$ cat src/rtl/apb_pkg.sv
// Shared types and constants for the APB register slave.
package apb_pkg;

  localparam int unsigned APB_ADDR_W = 12;
  localparam int unsigned APB_DATA_W = 32;
  localparam int unsigned ID_REG_IDX = 0;

  typedef enum logic [1:0] {
    IDLE   = 2'd0,
    WAIT   = 2'd1,
    ACCESS = 2'd2
  } apb_state_e;

endpackage

$ cat src/rtl/apb_slv_regbank.sv
// Word register bank; index 0 reads as the constant ID and ignores writes.
module apb_slv_regbank import apb_pkg::*; #(
  parameter int unsigned DATA_W   = APB_DATA_W,
  parameter int unsigned NUM_REGS = 8,
  parameter logic [DATA_W-1:0] ID_VALUE = DATA_W'(32'hA9B0_0001),
  localparam int unsigned IDX_W   = (NUM_REGS > 1) ? $clog2(NUM_REGS) : 1
) (
  input  logic              clk,
  input  logic              rst,
  input  logic              we_i,
  input  logic [IDX_W-1:0]  idx_i,
  input  logic [DATA_W-1:0] wdata_i,
  output logic [DATA_W-1:0] rdata_o
);

  logic [DATA_W-1:0] regs_q [NUM_REGS];

  always_ff @(posedge clk or posedge rst) begin
    if (rst) begin
      for (int unsigned i = 0; i < NUM_REGS; i++) regs_q[i] <= '0;
    end else if (we_i && (idx_i != IDX_W'(ID_REG_IDX))) begin
      regs_q[idx_i] <= wdata_i;
    end
  end

  assign rdata_o = (idx_i == IDX_W'(ID_REG_IDX)) ? ID_VALUE : regs_q[idx_i];

endmodule

$ cat src/rtl/apb_reg_slave.sv
// APB completer fronting a small register bank.
// Optional wait states are built only when APB_SLV_WAIT_EN is defined.
module apb_reg_slave import apb_pkg::*; #(
  parameter int unsigned ADDR_W      = APB_ADDR_W,
  parameter int unsigned DATA_W      = APB_DATA_W,
  parameter int unsigned NUM_REGS    = 8,
  parameter logic [DATA_W-1:0] ID_VALUE = DATA_W'(32'hA9B0_0001),
  parameter int unsigned WAIT_CYCLES = 2
) (
  input  logic              clk,
  input  logic              rst,
  input  logic              psel,
  input  logic              penable,
  input  logic              pwrite,
  input  logic [ADDR_W-1:0] paddr,
  input  logic [DATA_W-1:0] pwdata,
  output logic [DATA_W-1:0] prdata,
  output logic              pready,
  output logic              pslverr
);

  localparam int unsigned IDX_W      = ADDR_W - 2;
  localparam int unsigned BANK_IDX_W = (NUM_REGS > 1) ? $clog2(NUM_REGS) : 1;

  apb_state_e        state_q, state_d;
  logic [IDX_W-1:0]  idx_q, idx_d;
  logic              write_q, write_d;
  logic [DATA_W-1:0] wdata_q, wdata_d;
  logic              err_q, err_d;
  logic              pready_q, pready_d;
  logic              pslverr_q, pslverr_d;
  logic [DATA_W-1:0] prdata_q, prdata_d;

  logic [IDX_W-1:0]  sel_idx_c;
  logic              sel_write_c;
  logic              sel_err_c;
  logic              we_c;
  logic              enter_access_c;
  logic [DATA_W-1:0] bank_rdata_c;
  logic              unused_c;

`ifdef APB_SLV_WAIT_EN
  localparam int unsigned CNT_W = (WAIT_CYCLES > 1) ? $clog2(WAIT_CYCLES) : 1;
  logic [CNT_W-1:0] cnt_q, cnt_d;

  always_ff @(posedge clk or posedge rst) begin
    if (rst) cnt_q <= '0;
    else     cnt_q <= cnt_d;
  end

  assign unused_c = ^paddr[1:0];
`else
  assign unused_c = ^{paddr[1:0], 32'(WAIT_CYCLES)};
`endif

  // In IDLE the setup-phase bus is decoded live so zero-wait responses are ready at the capture edge.
  assign sel_idx_c   = (state_q == IDLE) ? paddr[ADDR_W-1:2] : idx_q;
  assign sel_write_c = (state_q == IDLE) ? pwrite : write_q;
  assign sel_err_c   = (32'(sel_idx_c) >= NUM_REGS) ||
                       (sel_write_c && (sel_idx_c == IDX_W'(ID_REG_IDX)));

  apb_slv_regbank #(
    .DATA_W   (DATA_W),
    .NUM_REGS (NUM_REGS),
    .ID_VALUE (ID_VALUE)
  ) u_regbank (
    .clk     (clk),
    .rst     (rst),
    .we_i    (we_c),
    .idx_i   (BANK_IDX_W'(sel_idx_c)),
    .wdata_i (wdata_q),
    .rdata_o (bank_rdata_c)
  );

  always_ff @(posedge clk or posedge rst) begin
    if (rst) begin
      state_q   <= IDLE;
      idx_q     <= '0;
      write_q   <= 1'b0;
      wdata_q   <= '0;
      err_q     <= 1'b0;
      pready_q  <= 1'b0;
      pslverr_q <= 1'b0;
      prdata_q  <= '0;
    end else begin
      state_q   <= state_d;
      idx_q     <= idx_d;
      write_q   <= write_d;
      wdata_q   <= wdata_d;
      err_q     <= err_d;
      pready_q  <= pready_d;
      pslverr_q <= pslverr_d;
      prdata_q  <= prdata_d;
    end
  end

  always_comb begin
    state_d        = state_q;
    idx_d          = idx_q;
    write_d        = write_q;
    wdata_d        = wdata_q;
    err_d          = err_q;
    pready_d       = 1'b0;
    pslverr_d      = 1'b0;
    prdata_d       = '0;
    we_c           = 1'b0;
    enter_access_c = 1'b0;
`ifdef APB_SLV_WAIT_EN
    cnt_d          = cnt_q;
`endif

    unique case (state_q)
      IDLE: begin
        if (psel && !penable) begin
          idx_d   = sel_idx_c;
          write_d = pwrite;
          wdata_d = pwdata;
          err_d   = sel_err_c;
`ifdef APB_SLV_WAIT_EN
          if (WAIT_CYCLES == 0) begin
            enter_access_c = 1'b1;
          end else begin
            state_d = WAIT;
            cnt_d   = CNT_W'(WAIT_CYCLES - 1);
          end
`else
          enter_access_c = 1'b1;
`endif
        end
      end
      WAIT: begin
`ifdef APB_SLV_WAIT_EN
        if (!psel)                 state_d = IDLE;
        else if (cnt_q == '0)      enter_access_c = 1'b1;
        else                       cnt_d = cnt_q - CNT_W'(1);
`else
        state_d = IDLE;
`endif
      end
      ACCESS: begin
        state_d = IDLE;
        we_c    = psel && penable && write_q && !err_q;
      end
      default: state_d = IDLE;
    endcase

    if (enter_access_c) begin
      state_d   = ACCESS;
      pready_d  = 1'b1;
      pslverr_d = sel_err_c;
      prdata_d  = (sel_write_c || sel_err_c) ? '0 : bank_rdata_c;
    end
  end

  assign pready  = pready_q;
  assign pslverr = pslverr_q;
  assign prdata  = prdata_q;

endmodule
$ cat config.mk
export PLATFORM = sky130hd
export DESIGN_NAME = apb_reg_slave
export DESIGN_NICKNAME = d
export VERILOG_FILES = /design/src/rtl/apb_pkg.sv /design/src/rtl/apb_slv_regbank.sv /design/src/rtl/apb_reg_slave.sv
export SDC_FILE = /design/constraint.sdc
export NUM_CORES = 1
export LEC_CHECK = 0
export ABC_AREA = 1
export CAP_MARGIN = 40
export CORE_MARGIN = 2
export CORE_UTILIZATION = 30
export DETAILED_ROUTE_END_ITERATION = 7
export GPL_ROUTABILITY_DRIVEN = 0
export PLACE_DENSITY = 0.52
export SLEW_MARGIN = 20
export SYNTH_ARGS = -nofsm -noshare
export SYNTH_HDL_FRONTEND = slang
export SYNTH_SLANG_ARGS = --single-unit
$ cat constraint.sdc
create_clock -name clk -period 10.5 [get_ports clk]
set_input_delay 1.05 -clock clk [delete_from_list [all_inputs] [get_ports clk]]
set_output_delay 1.05 -clock clk [all_outputs]
set_load 0.005 [all_outputs]
Yosys cells after proc, flatten, opt, wreduce, memory -nomap -nowiden
Index checks and enable logic that the tools add are counted.
- reductions and logical operators: 16
- bitwise logic cells: 1
- magnitude comparators: 3
- divide/modulo/power cells: 0
- shift-type cells: 0
- add/subtract/negate cells: 0
- $mul: 0
- eq/ne operators: 2
- muxes and demuxes: 18
- operator list (kind ; number):
    bitwise mux 256 bit ; 1
    two-way mux 32 bit ; 6
    binary-select mux 32 bit (select 3 bit) ; 1
    demux 32 bit (select 3 bit) ; 1
    greater-or-equal comparator 10 x 4 -> 1 bit, second input constant ; 1
    logical NOT 10 bit ; 1
    two-way mux 10 bit ; 1
    logical AND 1 bit ; 7
    two-way mux 1 bit ; 6
    greater-or-equal comparator 4 bit, second input constant ; 1
    less-than comparator 4 x 1 -> 1 bit, second input constant ; 1
    two-way mux 2 bit ; 2
    inverter 3 -> 4 bit ; 1
    logical NOT 3 bit ; 1
    nonzero test 3 bit ; 1
    equality test 2 bit, second input constant ; 1
    logical NOT 1 bit ; 2
    logical NOT 2 bit ; 1
    logical OR 1 bit ; 2
    inequality test 2 bit, second input constant ; 1
    AND reduction 2 bit ; 1
- memories: 0
- flip-flop bits (word level): 336
- logic and storage cells: 56
- latch bits: 0
- output and inout port bits: 34
- memory bits (read-only): 0
- input bits: 49
- RAM bits: 0

Logic depth before layout (Yosys ltp)
Gate-level depths: netlist of the first run.
- word-level depth: 9
- mapped depth: 11
- gate-level depth less buffers: 10

Modules after synthesis
From an unflattened synthesis of the first run, not the netlist that was laid out.
- cell total of the unflattened synthesis: 1904
- area total of the unflattened synthesis: 14779.2 um^2
- modules (own cells, without submodules) (module ; area an instance (um^2) ; cells each ; seq. area each (um^2) ; instances):
    apb_slv_regbank ; 11695.0 ; 1569 ; 6206.0 ; 1
    apb_reg_slave ; 3084.2 ; 335 ; 1976.9 ; 1

Worst setup path before layout of the first run
No wires, ideal clock.
- path kind: input to register
- from: in paddr[3]
- to: reg prdata_q[10], in the netlist prdata[10]
- stages: 8
- arrival time: 1931 ps
- data required time: 10379 ps
- setup time: 121 ps
- setup slack: 8448 ps
- path buffers: 1
- path through: inv_1 > nand2_1 > nand2_2 > nor2_2 > buf_1 > nand3_1 > o211ai_1 > nor2_1
- longest elaborated chain between the ends: 8
- ends and longest elaborated chain (element ; line ; source):
    from (decl) ; apb_reg_slave.sv:15 ; input logic [ADDR_W-1:0] paddr,
    two-way mux 10 bit * ; apb_reg_slave.sv:57 ; assign sel_idx_c = (state_q == IDLE) ? paddr[ADDR_W-1:2] : idx_q;
    branches (longest 5 deep; another with greater-or-equal comparator 10 x 4 -> 1 bit) ; - ;
    two-way mux 32 bit * ; apb_reg_slave.sv:151 ; prdata_d = (sel_write_c || sel_err_c) ? '0 : bank_rdata_c;
    two-way mux 32 bit * ; apb_reg_slave.sv:147 ; if (enter_access_c) begin
    via prdata_d[10] ; apb_reg_slave.sv:32 ; logic [DATA_W-1:0] prdata_q, prdata_d;
    to (signal assigned) ; apb_reg_slave.sv:93 ; prdata_q <= prdata_d;
    to (decl) ; apb_reg_slave.sv:32 ;
Mark *: on every way through the listed nets, which the timed path passes. The select of a mux whose other input is x is not followed.
A chain may end at the register's enable or synchronous reset.

Worst setup path in the final report of the first run
- from: in paddr[3]
- to: reg u_regbank.regs_q[52] (netlist bit)
- longest elaborated chain between the ends: 7
- ends and longest elaborated chain (element ; line ; source):
    two-way mux 10 bit * ; apb_reg_slave.sv:57 ;
    inverter 3 -> 4 bit (not written as such) ; apb_slv_regbank.sv:22 ; regs_q[idx_i] <= wdata_i;
    greater-or-equal comparator 4 bit (not written as such) or less-than comparator 4 x 1 -> 1 bit (tied branches) ; apb_slv_regbank.sv:22 ;
    logical AND 1 bit (not written as such) ; apb_slv_regbank.sv:22 ;
    two-way mux 32 bit (not written as such) ; apb_slv_regbank.sv:22 ;
    demux 32 bit (select 3 bit) ; apb_slv_regbank.sv:22 ;
    bitwise mux 256 bit ; apb_slv_regbank.sv:22 ;
    to (signal, indexed assignment) ; apb_slv_regbank.sv:22 ;
    to (decl) ; apb_slv_regbank.sv:16 ; logic [DATA_W-1:0] regs_q [NUM_REGS];
Every way passes the cells marked *; elsewhere a longest branch is shown, timed or not.

==> impl_metrics.toml, run 1 <==
[yosys]
postSynthAreaPerCell_um2 = 8.74
ys_types = 23
synth.net_count = 1502
synth.yosys.warnings = 0
seq_area_frac_synth_pct = 59.7
syn-cell-area_mm2 = 0.0127
synth-seq-cells = 303
syn_inst = 1453

[detailed_routing]
vias = 9726
drtIter0Drc = 652
drtPass1Iterations = 5
wl_per_cell_um = 16.0
drt-total-wl_um = 33100
avgViaCountPerCell = 4.70
drc = 0
ant_nets = 0

[timing]
setup-tns-final_ps = 0
skew_ps = 14.9
hold_ws_ps = 481
slew_headroom_pct = 47.6
max_freq_ghz = 0.324
worst_pin_slew_ps = 784
rsz0062_at_grt = "no"
fin_crit_sh_pct = 29.4
setup_viol = 0
drv_slew = 0
min_period_ps = 3090
hold_viol = 0

[clocking]
clock_path_buffers = 3
cts-root-buf = "clkbuf_16"
cts_buffers = 35
clock-sinks = 303
clk-insertion-delay-late_ps = 520
holdBufCountCts = 0
clk_pin_slew_ps = 60
cts_resized = 0
htreeDepth = 2
cts_setup_buffers = 0
cts_tree = "done"

[setup_path]
crit_fanout = 40
startpoint = "paddr[3]"
endpoint_kind = "register"
r2r_start = "state_q[1]$_DFFE_PP0P_"
worstSetupPathType = "in -> reg"
worstPathRequired_ps = 10880
start_kind = "primary input"
arrival_ps = 3460
r2r_slack_ps = 7630

[layout]
utilization_pct = 36.2
final_common_cell = "nand2_1"
drive_gt1_share_pct = 7.06
nNetsFinal = 1556
n_antenna_cell = 0
fill_cells = 4298
area_growth_pct = 19.5
layout_common_cells = "nand2_1, dfrtp_1, o21ai_1"

[global_route]
grt_pass1_vias = 9654
grt_overflow = 0
grt_pass1_wl_um = 54300
grtUsageTotal_pct = 15.6
antenna_found_initial = 1
grt_max_degree = 96

[die]
dieArea_mm2 = 0.0440
num_rows = 75
start_util_pct = 30.3
die_x_um = 210
io_pins = 83
die_h_um = 210
core-area_mm2 = 0.0419

[power_and_ir_drop]
vdd_drop_max_v = 0.0000906
leakage_nw = 6.81
power_density_mw_per_mm2 = 185

[place]
hpwl_um = 19300
io_buffers = 80

[status]
outcome = "completed"

[worst_hold_path]
hold_class = "reg -> reg"
hp-start = "idx_q[7]$_DFFE_PP0P_"

[run]
cap_violations = 0
[state kept, by name, summed over array words and instances, names as in the netlist]
name / cells
pready: 1
pslverr: 1
prdata: 32
idx_q: 10
wdata_q: 32
u_regbank.regs_q: 224
write_q: 1
err_q: 1
state_q: 1
[where the power goes]
part	switching (mW)	total [mW]	internal, mW
Sequential	0.0391	1.29	1.25
Clock	0.469	1.20	0.735
Combinational	0.207	0.306	0.0986
[cell type report]
cell class                 count  area (µm²)  share of cell area, %
clock inverter                 4        47.5                  0.313
clock buffer                  55        1090                   7.21
sequential                   303        7580                   50.0
timing repair buffer         100        1070                   7.06
tap                          539         674                   4.45
multi-input combinational    994        4420                   29.1
inverter                      73         282                   1.86
[per-layer routing]
| metal | GRT usage, % | wire length [µm] | vias up | share of wire [%] |
|---|---|---|---|---|
| met3 | 2.44 | 1640 | 48 | 5.0 |
| li1 | - | - | 4804 | - |
| met5 | 0 | 0 | - | 0 |
| met1 | 21.9 | 15900 | 4654 | 48 |
| met2 | 25.0 | 14900 | 220 | 45 |
| met4 | 4.23 | 638 | 0 | 1.9 |
[kinds of logic (layout without fill, tap and decap cells)]
logic type / count (synthesis) / after routing / share of synthesized area [%]
buffers and inverters: 156 / 232 / 5.62
AO/OA/AOI/OAI: 303 / 303 / 12.5
flip-flops: 303 / 303 / 59.7
AND/OR/NAND/NOR: 691 / 691 / 22.2
[cell usage after synthesis (all sizes together)]
| cell type | count | area, µm² |
|---|---|---|
| inv | 73 | 274 |
| or2 | 3 | 18.8 |
| nand4 | 12 | 81.3 |
| nor2 | 128 | 523 |
| o211ai | 27 | 203 |
| a21oi | 5 | 25.0 |
| nand2 | 486 | 1880 |
| nand3 | 62 | 315 |
| buf | 77 | 417 |
| clkbuf | 6 | 22.5 |
| dfrtp | 303 | 7580 |
| o21ai | 271 | 1360 |
[critical path: stages]
cell and delay, ps:
clkdlybuf4s50_1 490, inv_1 60, nand2_1 80, nand2_2 240, nor2_4 450, nand2_2 460
buf_4 430, nand2_1 110, o21ai_1 70
[stage by stage]
step / power, mW / cells / area (µm²) / setup WS, ps
6_report: 2.80 / 2068 / 15200 / 7410
4_1_cts: 2.84 / 2066 / 15100 / 7330
5_1_grt: 2.94 / 2068 / 15200 / 7170
2_1_floorplan: 1.52 / 1453 / 12700 / 1080
3_3_place_gp: 1.61 / 2003 / 13900 / 6470
3_5_place_dp: 1.62 / 2007 / 14000 / 6780
[final timing paths]
kind / endpoint / depth (start not counted)
setup reg to reg: u_regbank.regs_q[136]$_DFFE_PP0P_ / 9
min in group asynchronous: idx_q[5]$_DFFE_PP0P_ / 2
max in group asynchronous: u_regbank.regs_q[113]$_DFFE_PP0P_ / 6
hold reg to reg: idx_q[7]$_DFFE_PP0P_ / 2
hold / removal: idx_q[7]$_DFFE_PP0P_ / 2
setup / recovery: u_regbank.regs_q[52]$_DFFE_PP0P_ / 9
Note: power is estimated with default switching activity, not from simulation.
==> run 2, diff against run 1 <==
==> constraint.sdc (replaced) <==
create_clock -name clk -period 3.1 [get_ports clk]
set_input_delay 0.31 -clock clk [delete_from_list [all_inputs] [get_ports clk]]
set_output_delay 0.31 -clock clk [all_outputs]
set_load 0.005 [all_outputs]
==> run 2 against run 1 <==
  * Clock power grew to 3.4 times the previous value
  * Worst setup slack lost 6700 ps
  * Clock skew grew 2.7 ps
  * Routed wire length shrank 0.41%
  * Sequential share of layout area shrank 0.12 points
  * Flip-flop and latch count is the same
  * Die area is the same
  * Power grew to 3.4 times the previous value
  * Register-to-register slack lost 6900 ps
  * Clock-buffer cell count grew 1
  * Highest routed layer unchanged
==> impl_metrics.toml, run 2 (synthesized netlist as in run 1, its figures left out) <==
[power_and_ir_drop]
leakage_nw = 6.84
switchingPower_mw = 2.39
swShare_pct = 25.3
seq_power_share_pct = 46.4
p_clk_share_pct = 42.7
power_density_mw_per_mm2 = 621
power.internal_mw = 7.05
vdd_drop_max_v = 0.000276
combPwrFrac_pct = 11.0

[clocking]
cts_setup_buffers = 0
clock-sinks = 303
cts_resized = 0
cts-root-buf = "clkbuf_16"
holdBufCountCts = 0
clock_path_buffers = 3
clk-insertion-delay-late_ps = 520
cts_buffers = 35
htreeDepth = 2
cts_tree = "done"
clk_pin_slew_ps = 60

[detailed_routing]
drtIter0Drc = 726
drc = 0
vias = 9688
wl_per_cell_um = 15.9
drtPass1Iterations = 5
drt-total-wl_um = 33000
ant_nets = 0
avgViaCountPerCell = 4.66

[setup_path]
start_kind = "register"
endpoint_kind = "register"
worstSetupPathType = "reg -> reg"
worstPathRequired_ps = 3490
crit_fanout = 15
arrival_ps = 2800

[layout]
largest_register = "u_regbank.regs_q"
ff_latch_area_mm2 = 0.00758
largest_register_ffs = 224
layout_common_cells = "nand2_1, dfrtp_1, o21ai_1"
multi_input_area_mm2 = 0.00441
fin_cells = 2078
drive_gt1_share_pct = 7.54
fill_cells = 4379
n_antenna_cell = 0
area_growth_pct = 19.7
final_common_cell = "nand2_1"
nNetsFinal = 1567

[timing]
fin_ws_ps = 685
worst_pin_slew_ps = 724
hold_viol = 0
slew_headroom_pct = 51.7
drv_slew = 0
setup_viol = 0
rsz0062_at_grt = "no"
fin_crit_sh_pct = 77.9
max_freq_ghz = 0.414
min_period_ps = 2410
skew_ps = 17.6
setup-tns-final_ps = 0

[die]
die_h_um = 210
start_util_pct = 30.3
core-area_mm2 = 0.0419
die_x_um = 210
io_pins = 83
dieArea_mm2 = 0.0440
num_rows = 75

[global_route]
grt_pass1_vias = 9631
antenna_found_initial = 0
grt_max_degree = 112
grt_overflow = 0
grt_pass1_wl_um = 54300
grtUsageTotal_pct = 15.5

[place]
dp_cells = 2020
io_buffers = 80
hpwl_um = 19700
dp_slack_ps = 614

[worst_hold_path]
hold_class = "in -> async"

[run]
cap_violations = 0

[status]
outcome = "completed"
run 2: routing by layer:
metal  routed length (µm)  share of wire, %  GRT usage, %
met2                14800                45          24.6
met3                 1280               3.9          2.39
met5                    0                 0             0
met1                16300                49          22.2
met4                  609               1.8          4.13
run 2: per-stage QoR:
stage | hold slack [ps] | power [mW] | cell area (µm²) | utilization, %
6_report | 174 | 9.44 | 15200 | 36.3
5_1_grt | 208 | 9.94 | 15200 | 36.3
4_1_cts | 175 | 9.61 | 15200 | 36.3
3_5_place_dp | 466 | 5.50 | 14100 | 33.6
3_3_place_gp | 465 | 5.48 | 14100 | 33.6
2_1_floorplan | 420 | 5.13 | 12700 | -
run 2: area by class of cell:
class / instances / area share (%)
sequential: 303 / 49.9
multi-input combinational: 994 / 29.0
timing repair buffer: 111 / 7.46
clock buffer: 56 / 7.15
tap: 539 / 4.44
inverter: 73 / 1.83
clock inverter: 2 / 0.230
run 2: final timing paths:
path                                             start                                 to  slack [ps]  depth (start not counted)
worst max-delay path            state_q[1]$_DFFE_PP0P_                prdata[8]$_DFF_PP0_         690                         10
worst min-delay path                               rst   u_regbank.regs_q[35]$_DFFE_PP0P_         170                          2
worst max register to register  state_q[1]$_DFFE_PP0P_                prdata[8]$_DFF_PP0_         690                         10
worst min register to register    idx_q[9]$_DFFE_PP0P_               idx_q[9]$_DFFE_PP0P_         480                          2
max in group asynchronous                          rst  u_regbank.regs_q[129]$_DFFE_PP0P_        1960                          3
min in group clk                            pwdata[24]            wdata_q[24]$_DFFE_PP0P_         370                          3
run 2: power by group through the flow:
stage	registers [mW]	clock network [mW]	logic [mW]
floorplan	4.42	0	0.715
global placement	4.44	0	1.05
detailed placement	4.44	0	1.06
CTS	4.37	4.17	1.06
global route	4.41	4.33	1.20
finish	4.38	4.03	1.04
run 2: worst max-delay path: stages, from the launching register on:
cell and delay, ps:
dfrtp_1 570, inv_1 240, nand2_2 130, nand2_4 130
nor2_4 290, nand2_2 340, buf_4 330, nor2_1 100
nor2_1 50, nand2_1 60, nor2_1 40
==> run 3, diff against run 2 <==
==> constraint.sdc (replaced) <==
create_clock -name clk -period 2.3 [get_ports clk]
set_input_delay 0.23 -clock clk [delete_from_list [all_inputs] [get_ports clk]]
set_output_delay 0.23 -clock clk [all_outputs]
set_load 0.005 [all_outputs]
==> run 3 against run 2 <==
  * Critical path depth is 1 lower
  * Combinational power is 40% higher
  * Flip-flop and latch count stayed put
  * Largest power group unchanged
  * Highest routed layer unchanged
==> impl_metrics.toml, run 3 (synthesized netlist as in run 1, its figures left out) <==
[clocking]
cts_buffers = 35
clock-sinks = 303
cts_setup_buffers = 0
clk_pin_slew_ps = 60
holdBufCountCts = 0
cts_resized = 0
clk-insertion-delay-late_ps = 520
clock_path_buffers = 3
cts-root-buf = "clkbuf_16"
cts_tree = "done"
htreeDepth = 2

[setup_path]
worstSetupPathType = "reg -> reg"
crit_fanout = 14
arrival_ps = 2420
endpoint_kind = "register"
worstPathRequired_ps = 2730
start_kind = "register"

[global_route]
antenna_found_initial = 0
grt_pass1_vias = 9540
grt_max_degree = 119
grt_pass1_wl_um = 54500
grtUsageTotal_pct = 15.7
grt_overflow = 0

[place]
hpwl_um = 19800
io_buffers = 80
dp_cells = 2029
dp_slack_ps = 178

[detailed_routing]
wl_per_cell_um = 15.9
drtIter0Drc = 626
vias = 9709
drt-total-wl_um = 33300
avgViaCountPerCell = 4.64
ant_nets = 0
drtPass1Iterations = 5
drc = 0

[timing]
drv_slew = 0
rsz0062_at_grt = "no"
max_freq_ghz = 0.502
fin_crit_sh_pct = 86.6
min_period_ps = 1990
skew_ps = 17.5
fin_ws_ps = 309
hold_viol = 0
worst_pin_slew_ps = 660
setup_viol = 0
slew_headroom_pct = 56.0

[die]
num_rows = 75
start_util_pct = 30.3
io_pins = 83
die_h_um = 210
core-area_mm2 = 0.0419
dieArea_mm2 = 0.0440
die_x_um = 210

[power_and_ir_drop]
power.internal_mw = 9.79
vdd_drop_max_v = 0.000418
power_density_mw_per_mm2 = 841
p_clk_share_pct = 43.8
leakage_nw = 7.01
seq_power_share_pct = 45.1
swShare_pct = 25.2
switchingPower_mw = 3.30
combPwrFrac_pct = 11.1

[layout]
drive_gt1_share_pct = 8.44
largest_register = "u_regbank.regs_q"
area_growth_pct = 22.5
nNetsFinal = 1576
n_antenna_cell = 0
final_common_cell = "nand2_1"
largest_register_ffs = 224
fin_cells = 2092
layout_common_cells = "nand2_1, dfrtp_1, o21ai_1"

[status]
outcome = "completed"

[run]
cap_violations = 0

[worst_hold_path]
hold_class = "in -> async"
[run 3: layout make-up]
type / instances / area (µm²)
Tap cell: 539 / 674
Clock buffer: 55 / 1080
Timing Repair Buffer: 120 / 1400
Clock inverter: 8 / 118
Multi-Input combinational cell: 994 / 4410
Inverter: 73 / 278
Fill cell: 4261 / 26300
Sequential cell: 303 / 7580
[run 3: per-stage QoR]
step	TNS, ps	utilization (%)	power (mW)	hold slack (ps)	area, µm²
2_1_floorplan	-593580	-	6.92	340	12700
3_3_place_gp	0	34.3	7.44	465	14400
3_5_place_dp	0	34.3	7.47	471	14400
4_1_cts	0	37.2	13.3	149	15600
5_1_grt	0	37.2	13.7	169	15600
6_report	0	37.2	13.1	151	15600
[run 3: worst max-delay path, stage by stage (launching register included)]
cell,delay [ps]
dfrtp_1,400
buf_4,180
nand2_2,90
nand2_4,130
nor2_4,320
buf_4,330
nand3_1,110
nand2_1,120
a21oi_1,50
nor2_1,170
[run 3: power by group through the flow]
| stage | logic, mW | clock network [mW] | registers (mW) |
|---|---|---|---|
| CTS | 1.49 | 5.90 | 5.89 |
| finish | 1.46 | 5.73 | 5.89 |
| global placement | 1.47 | 0 | 5.98 |
| global route | 1.68 | 6.11 | 5.94 |
| floorplan | 0.963 | 0 | 5.95 |
| detailed placement | 1.49 | 0 | 5.99 |
[run 3: final timing paths]
kind                            depth (start not counted)  slack, ps              startpoint                                 to
max in group asynchronous                               3       1490                     rst  u_regbank.regs_q[209]$_DFFE_PP0P_
worst max register to register                          9        310  state_q[1]$_DFFE_PP0P_               prdata[29]$_DFF_PP0_
worst min-delay path                                    3        150                     rst             wdata_q[4]$_DFFE_PP0P_
min in group clk                                        3        280              pwdata[15]            wdata_q[15]$_DFFE_PP0P_
worst max-delay path                                    9        310  state_q[1]$_DFFE_PP0P_               prdata[29]$_DFF_PP0_
worst min register to register                          2        480    idx_q[5]$_DFFE_PP0P_               idx_q[5]$_DFFE_PP0P_
[run 3: metal layers]
| metal | global-route usage, % | vias to the layer above | routed length (µm) |
|---|---|---|---|
| met5 | 0 | - | 0 |
| met2 | 24.4 | 177 | 14900 |
| met4 | 4.26 | 0 | 648 |
| li1 | - | 4841 | - |
| met3 | 2.38 | 47 | 1400 |
| met1 | 22.7 | 4644 | 16300 |
